===== config.mk =====
export PLATFORM = sky130hd
export DESIGN_NAME = apu_square_regif
export DESIGN_NICKNAME = d
export VERILOG_FILES = /design/src/rtl/apu_pkg.sv /design/src/rtl/apu_length_counter.sv /design/src/rtl/apu_square_regif.sv
export SDC_FILE = /design/constraint.sdc
export NUM_CORES = 1
export LEC_CHECK = 0
export BUFFER_PORTS_ARGS = -buffer_cell sky130_fd_sc_hd__buf_4
export CAP_MARGIN = 10
export CORE_UTILIZATION = 51
export DETAILED_ROUTE_END_ITERATION = 8
export GPL_TIMING_DRIVEN = 0
export PLACE_DENSITY = 0.75
export SLEW_MARGIN = 10
export SYNTH_ARGS = -nofsm -noshare
export SYNTH_HDL_FRONTEND = slang
export SYNTH_SLANG_ARGS = --single-unit
export TNS_END_PERCENT = 20

===== constraint.sdc =====
create_clock -name clk -period 3.3 [get_ports clk]
set_input_delay 0.66 -clock clk [delete_from_list [all_inputs] [get_ports clk]]
set_output_delay 0.66 -clock clk [all_outputs]
set_load 0.01 [all_outputs]

===== src/rtl/apu_pkg.sv =====
// Shared APU constants: register offsets and the length-counter load table.
// Imported by the square-channel register block and its length counters.
package apu_pkg;

  localparam logic [4:0] OFS_SQ1_LEN = 5'h03;
  localparam logic [4:0] OFS_SQ2_LEN = 5'h07;
  localparam logic [4:0] OFS_STATUS  = 5'h15;

  localparam logic [7:0] LEN_TABLE [32] = '{
    8'd10,  8'd254, 8'd20,  8'd2,
    8'd40,  8'd4,   8'd80,  8'd6,
    8'd160, 8'd8,   8'd60,  8'd10,
    8'd14,  8'd12,  8'd26,  8'd14,
    8'd12,  8'd16,  8'd24,  8'd18,
    8'd48,  8'd20,  8'd96,  8'd22,
    8'd192, 8'd24,  8'd72,  8'd26,
    8'd16,  8'd28,  8'd32,  8'd30
  };

  function automatic logic [7:0] len_lookup(
    input logic [4:0] idx
  );
    return LEN_TABLE[idx];
  endfunction

endpackage


===== src/rtl/apu_length_counter.sv =====
// One square-channel length counter: load, halt-gated decrement, clear.
// Clear beats load, load beats the half-frame decrement.
module apu_length_counter #(
  parameter int LEN_W = 8
) (
  input  logic             clk,
  input  logic             rst_n,
  input  logic             load,
  input  logic [LEN_W-1:0] load_val,
  input  logic             tick,
  input  logic             halt,
  input  logic             clear,
  output logic [LEN_W-1:0] count,
  output logic             active
);

  logic [LEN_W-1:0] count_q;
  logic [LEN_W-1:0] count_d;

  always_comb begin
    count_d = count_q;
    if (clear) begin
      count_d = '0;
    end else if (load) begin
      count_d = load_val;
    end else if (tick && !halt && count_q != '0) begin
      count_d = count_q - LEN_W'(1);
    end
  end

  always_ff @(posedge clk or negedge rst_n) begin
    if (!rst_n) count_q <= '0;
    else        count_q <= count_d;
  end

  assign count  = count_q;
  assign active = |count_q;

endmodule


===== src/rtl/apu_square_regif.sv =====
// CPU register file for both square channels plus their length counters.
// A write is accepted when valid meets ready; ready then drops for one cycle.
module apu_square_regif
  import apu_pkg::*;
#(
  parameter int LEN_W = 8
) (
  input  logic        clk,
  input  logic        rst_n,
  input  logic        bus_valid,
  output logic        bus_ready,
  input  logic [4:0]  bus_addr,
  input  logic [7:0]  bus_wdata,
  input  logic        half_frame_tick,
  output logic [31:0] sq1_regs,
  output logic [31:0] sq2_regs,
  output logic        sq1_restart,
  output logic        sq2_restart,
  output logic [1:0]  len_active
);

  logic [7:0] regs_q [8];
  logic [7:0] regs_d [8];
  logic [1:0] en_q, en_d;
  logic       ready_q, ready_d;
  logic       rs1_q, rs1_d;
  logic       rs2_q, rs2_d;
  logic [1:0] act_q, act_d;

  logic             acc;
  logic             load1, load2;
  logic [LEN_W-1:0] load_val;
  logic [LEN_W-1:0] cnt1, cnt2;
  logic             act1, act2;

  always_comb begin
    acc     = bus_valid & ready_q;
    ready_d = ~acc;
    regs_d  = regs_q;
    en_d    = en_q;
    if (acc && bus_addr[4:3] == 2'b00) begin
      regs_d[bus_addr[2:0]] = bus_wdata;
    end
    if (acc && bus_addr == OFS_STATUS) begin
      en_d = bus_wdata[1:0];
    end
    rs1_d    = acc && bus_addr == OFS_SQ1_LEN;
    rs2_d    = acc && bus_addr == OFS_SQ2_LEN;
    load1    = rs1_d & en_q[0];
    load2    = rs2_d & en_q[1];
    load_val = LEN_W'(len_lookup(bus_wdata[7:3]));
    act_d    = {act2, act1};
  end

  // Clearing from en_d zeroes the counter on the same edge en drops.
  apu_length_counter #(.LEN_W(LEN_W)) u_len1 (
    .clk      (clk),
    .rst_n    (rst_n),
    .load     (load1),
    .load_val (load_val),
    .tick     (half_frame_tick),
    .halt     (regs_q[0][5]),
    .clear    (~en_d[0]),
    .count    (cnt1),
    .active   (act1)
  );

  apu_length_counter #(.LEN_W(LEN_W)) u_len2 (
    .clk      (clk),
    .rst_n    (rst_n),
    .load     (load2),
    .load_val (load_val),
    .tick     (half_frame_tick),
    .halt     (regs_q[4][5]),
    .clear    (~en_d[1]),
    .count    (cnt2),
    .active   (act2)
  );

  always_ff @(posedge clk or negedge rst_n) begin
    if (!rst_n) begin
      for (int i = 0; i < 8; i++) regs_q[i] <= '0;
      en_q    <= '0;
      ready_q <= 1'b0;
      rs1_q   <= 1'b0;
      rs2_q   <= 1'b0;
      act_q   <= '0;
    end else begin
      for (int i = 0; i < 8; i++) regs_q[i] <= regs_d[i];
      en_q    <= en_d;
      ready_q <= ready_d;
      rs1_q   <= rs1_d;
      rs2_q   <= rs2_d;
      act_q   <= act_d;
    end
  end

  assign bus_ready   = ready_q;
  assign sq1_regs    = {regs_q[3], regs_q[2], regs_q[1], regs_q[0]};
  assign sq2_regs    = {regs_q[7], regs_q[6], regs_q[5], regs_q[4]};
  assign sq1_restart = rs1_q;
  assign sq2_restart = rs2_q;
  assign len_active  = act_q;

endmodule

==> out/metrics.csv, run 1 <==
metric,value,unit
H-tree levels,3,
Routed wire per std cell,17.1,um
Worst-Skew Late Latency,0.35,ns
DRT Pass-1 Iters,4,
Boundary Pins,86,
Main synth FF type,dfrtp_1,
global-route wire length before repair,15.4,mm
total gr overflow,0,
slew margin rel.,27.4,%
Routability Congestion,0.838,
DIE WIDTH,91.5,um
CP max-delay cell,o31ai_1,
Final min period,2.45,ns
maxcap violations,0,
Worst Setup Start Kind,input port,
clk slew on worst S/H paths,0.08,ns
CTS tree,built,
die height,91.5,um
Critical Path RT,3.54,ns
clk buf depth,2,
pin count of the biggest net entering global routing,88,
Setup TNS,0,ns
Die ar.,8370,um2
post-synthesis simple-gate area fraction,15.6,%
Vias,3120,
Post-Syn Area,4090,um2
RSZ-0062 raised after global routing,no,
Root Buffer,clkbuf_8,
Final Util,65.5,%
ys async rst share,100,%
Mapped Cells,368,
# resized after CTS,0,
period utilization,74.3,%
share of cells above drive strength 1,35.1,%
Max VDD drop,327,uV
critical path's largest stage delay,0.49,ns
Yosys cell types,56,
worst hold path class,flip-flop to flip-flop,
drt total wl,9.70,mm
fin cells,569,
Critical Path Fanout Max,10,
Fmax achieved,408,MHz
top-count cell post-synth,dfrtp_1,
Starting Density,52.9,%
Synth Area in XOR/XNOR,1.29,%
Final ANT Viol Nets,0,
pwr dens,594,nW/um2
All-Layer GR Usage,24.0,%
Logic pwr share,27.3,%
Ant. Diodes,0,
"Cell Chain, Critical Path",buf_4 > clkbuf_1 > inv_1 > ha_1 > nor2b_1 > a211oi_1 > o31ai_1 > nor2_1 > o221a_1,
Synth Warn #,0,
setup violators final,0,
Clock Sinks,87,
"Arr. time, crit path",2.69,ns
Crit path max-delay family,compound AO/OA/AOI/OAI gates,
P_int,0.00209,W
status,finished clean,
sequential-to-total area share from yosys stat,53.3,%
post-synth top area cell,dfrtp_1,
top cell type's share of synthesized area,53.3,%
clock power share,27.2,%
P_sw,0.000921,W
ranking of synthesized cells by area,"dfrtp_1 (53%), mux2_2 (10%), nand2_1 (4.4%)",
DP Worst Slack,0.507,ns
setup repair bufs after CTS,0,
Seq pwr share,45.5,%
Post-Synth Adder-Cell Area,2.76,%
Area Growth Syn to Fin,23.9,%
mux cell area share after synthesis,10.9,%
worst slew pin tran,1.09,ns
Syn Area/Cell,11.1,um2
Tot Pwr,0.00301,W
switch share,30.6,%
number of synthesized flops with an enable pin,0,
total clock buffers created by CTS,9,
HPWL after detailed placement,6.84,mm
drc violations,0,
leak pwr,2.48,nW
pins over their slew limit,0,
final hold violation count,0,
nets,489,
CP endpoint kind,flip-flop,
vias per cell,5.48,
post-route clock skew,0.0101,ns
antenna violations before repair,0,
WP buf/inv,3,
Starting DRT DRC Count,268,
core footprint,7730,um2
row count,32,
main combinational cell family by area after synthesis,simple AND/OR/NAND/NOR gates,
Synthesized Nets,394,
PortBufs,84,
Final WS setup,0.847,ns
Setup Crit Path Kind,input port to flip-flop,
Placed Cells incl. Taps,554,
Yosys reg bits,87,
vias in the first global route,3101,
Synth top cells by count,"dfrtp_1 (87), nand2_1 (48), mux2_2 (37)",
hold_buf cts,0,
Synth Area in Compound Gates,12.6,%
-- stage by stage --
step / instance area, um2 / hold WS, ns
floorplan: 4090 / 0.364
global placement: 4840 / 0.464
detailed placement: 4840 / 0.476
CTS: 5060 / 0.495
global route: 5060 / 0.515
finish: 5060 / 0.490
-- worst register-to-register path, cell delays in order, from the launching register on --
cell and delay [ns]:
dfrtp_1 0.42, inv_1 0.08, ha_1 0.19, nor3b_1 0.47, a21oi_1 0.24, a221oi_1 0.36
a211oi_1 0.09
-- flip-flops by register name (all words and copies together), names as in the netlist --
signal / count
u_len2.count: 8
len_active: 2
sq2_regs: 32
sq1_restart: 1
bus_ready: 1
sq1_regs: 32
en_q: 2
u_len1.count: 8
sq2_restart: 1
-- final timing paths --
check	start	to	slack [ns]	depth (start not counted)
worst min-delay path	sq1_regs[27]	sq1_regs[27]	0.49	2
worst max register to register	u_len2.count[1]	u_len2.count[2]	1.31	6
max in group asynchronous	rst_n	sq2_regs[27]	2.09	1
min in group asynchronous	rst_n	u_len1.count[0]	0.50	1
worst max-delay path	bus_wdata[3]	u_len1.count[3]	0.85	9
worst min register to register	sq1_regs[27]	sq1_regs[27]	0.49	2
-- area by class of cell --
type / instances / area [um2]
Buffer: 19 / 91.3
Clock buffer: 9 / 124
Clock inverter: 6 / 93.8
Fill cell: 620 / 2670
Inverter: 11 / 53.8
Multi-Input combinational cell: 251 / 1760
Sequential cell: 87 / 2180
Tap cell: 102 / 128
Timing Repair Buffer: 84 / 631
-- routing by layer --
metal,track usage [%],vias up,share of wire [%]
met5,0,-,0
met4,6.88,0,0.58
met3,6.37,8,7.1
met2,39.8,97,50
met1,30.8,1531,42
li1,-,1484,-
-- cells by family (layout without fill, tap and decap cells) --
logic type      Yosys count  in the layout
fa+ha+maj                 9              9
compound gates           76             76
buf+inv                  30            129
mux                      40             40
xor+xnor                  6              6
simple gates            120            120
flops                    87             87
-- placed cells by master, fill, tap and decap left out, drive strengths merged, types with 4 or more instances in the layout --
cell type	count
a21oi	10
nor2b	5
nor2	17
nand3	7
nand2b	6
nor3	6
o21ai	31
buf	91
and2	4
inv	11
ha	9
nand2	49
clkbuf	21
nor4	5
dfrtp	87
mux2	37
a211oi	12
-- power by group through the flow --
stage                     clock network, W  registers [W]  logic [W]
after floorplan                          0        0.00143   0.000412
after global placement                   0        0.00138   0.000794
after detailed placement                 0        0.00139   0.000819
after CTS                         0.000836        0.00137   0.000824
after global routing              0.000883        0.00139   0.000891
final                             0.000817        0.00137   0.000820
(Power assumes the default switching activity.)
==> run 2, diff against run 1 <==
==> constraint.sdc (replaced) <==
create_clock -name clk -period 2.3 [get_ports clk]
set_input_delay 0.46 -clock clk [delete_from_list [all_inputs] [get_ports clk]]
set_output_delay 0.46 -clock clk [all_outputs]
set_load 0.01 [all_outputs]
==> run 2 against run 1 <==
Compared with the run above: die area stayed put; final cell count unchanged; non-clock buffer count stayed put.
==> out/metrics.csv, run 2 (synthesized netlist as in run 1, its figures left out) <==
metric,value,unit
status,finished clean,
pins over their slew limit,0,
RSZ-0062 raised after global routing,no,
Reg-to-Reg End,u_len2.count[2],
Clock Sinks,87,
DRT Pass-1 Iters,4,
Boundary Pins,86,
DIE WIDTH,91.5,um
Max VDD drop,470,uV
setup repair bufs after CTS,0,
Critical Path Fanout Max,10,
CP endpoint kind,flip-flop,
Starting DRT DRC Count,218,
Root Buffer,clkbuf_8,
final hold slack,0.296,ns
worst hold path class,input port to asynchronous set/reset pin,
placed cell area,4840,um2
Routed wire per std cell,17.1,um
Vias,3133,
Reg2Reg Depth,6,
Worst-Skew Late Latency,0.35,ns
vias in the first global route,3101,
All-Layer GR Usage,24.0,%
share of cells above drive strength 1,35.3,%
R2R Setup Slk,0.31,ns
Ant. Diodes,0,
leak pwr,2.48,nW
worst slew pin tran,1.09,ns
Die ar.,8370,um2
total clock buffers created by CTS,9,
Final ANT Viol Nets,0,
"most common cell after layout, fill and taps aside",dfrtp_1,
nets,489,
antenna violations before repair,0,
slew margin rel.,27.3,%
drc violations,0,
Critical Path RT,2.54,ns
DP Worst Slack,-0.293,ns
Final Util,65.6,%
Fmax achieved,462,MHz
Starting Density,52.9,%
die height,91.5,um
clk buf depth,2,
post-route clock skew,0.00954,ns
Final WS setup,0.137,ns
clk slew on worst S/H paths,0.08,ns
core footprint,7730,um2
global-route wire length before repair,15.4,mm
drt total wl,9.76,mm
Critical Path Start,bus_wdata[3],
period utilization,94.0,%
critical path capture point,u_len1.count[3],
vias per cell,5.51,
HPWL after detailed placement,6.84,mm
cell area after layout,5070,um2
final hold violation count,0,
"Arr. time, crit path",2.41,ns
Worst Setup Start Kind,input port,
Area Growth Syn to Fin,24.0,%
"commonest cells after routing, fill and taps aside","dfrtp_1 (87), buf_4 (86), nand2_1 (48), mux2_2 (37), o21ai_0 (28)",
PortBufs,84,
CTS tree,built,
total gr overflow,0,
R2R Path Start,u_len2.count[1],
Setup TNS,0,ns
setup violators final,0,
pin count of the biggest net entering global routing,88,
H-tree levels,3,
Final min period,2.16,ns
row count,32,
maxcap violations,0,
Setup Crit Path Kind,input port to flip-flop,
Routability Congestion,0.838,
pwr dens,854,nW/um2
==> run 2: timing repair <==
item / 4_1_cts / 5_1_grt
setup endpoints to repair: 0 / 1
hold buffers: 0 / 0
resized for setup: 0 / 1
==> run 2: worst min-delay path by stage <==
stage,slack (ns),endpoint,from,cells after the start
floorplan,0.16,bus_ready,rst_n,0
global placement,0.46,sq1_regs[4],sq1_regs[4],2
detailed placement,0.48,sq1_regs[27],sq1_regs[27],2
CTS,0.34,len_active[1],rst_n,1
global route,0.37,bus_ready,bus_valid,2
finish,0.30,u_len1.count[0],rst_n,1
==> run 2: cell type report <==
type / count / area [um2]
Buffer: 19 / 91.3
Clock buffer: 9 / 124
Clock inverter: 6 / 93.8
Fill cell: 621 / 2660
Inverter: 11 / 53.8
Multi-Input combinational cell: 251 / 1770
Sequential cell: 87 / 2180
Tap cell: 102 / 128
Timing Repair Buffer: 84 / 631
==> run 2: metrics by stage <==
stage	std cells	total power, W
floorplan	368	0.00264
global placement	554	0.00311
detailed placement	554	0.00316
CTS	569	0.00434
global route	569	0.00454
finish	569	0.00432
==> run 2: worst max-delay path, cell delays in order <==
cell and delay (ns):
buf_4 0.09, clkbuf_1 0.35, inv_1 0.31, ha_1 0.32, nor2b_1 0.12, a211oi_1 0.08, o31ai_2 0.37, nor2_1 0.07
o221a_1 0.23
==> run 2: where the power goes <==
part,total [W],internal (W),switching (W)
clock network,0.00118,0.000616,0.000566
logic,0.00118,0.000594,0.000585
registers,0.00196,0.00178,0.000179
==> run 2: per-layer routing <==
layer | GRT usage, % | wire length (um) | up-vias
met5 | 0 | 0 | -
met4 | 6.88 | 102 | 0
met3 | 6.37 | 608 | 9
met2 | 39.8 | 4840 | 99
met1 | 30.8 | 4200 | 1539
li1 | - | - | 1486
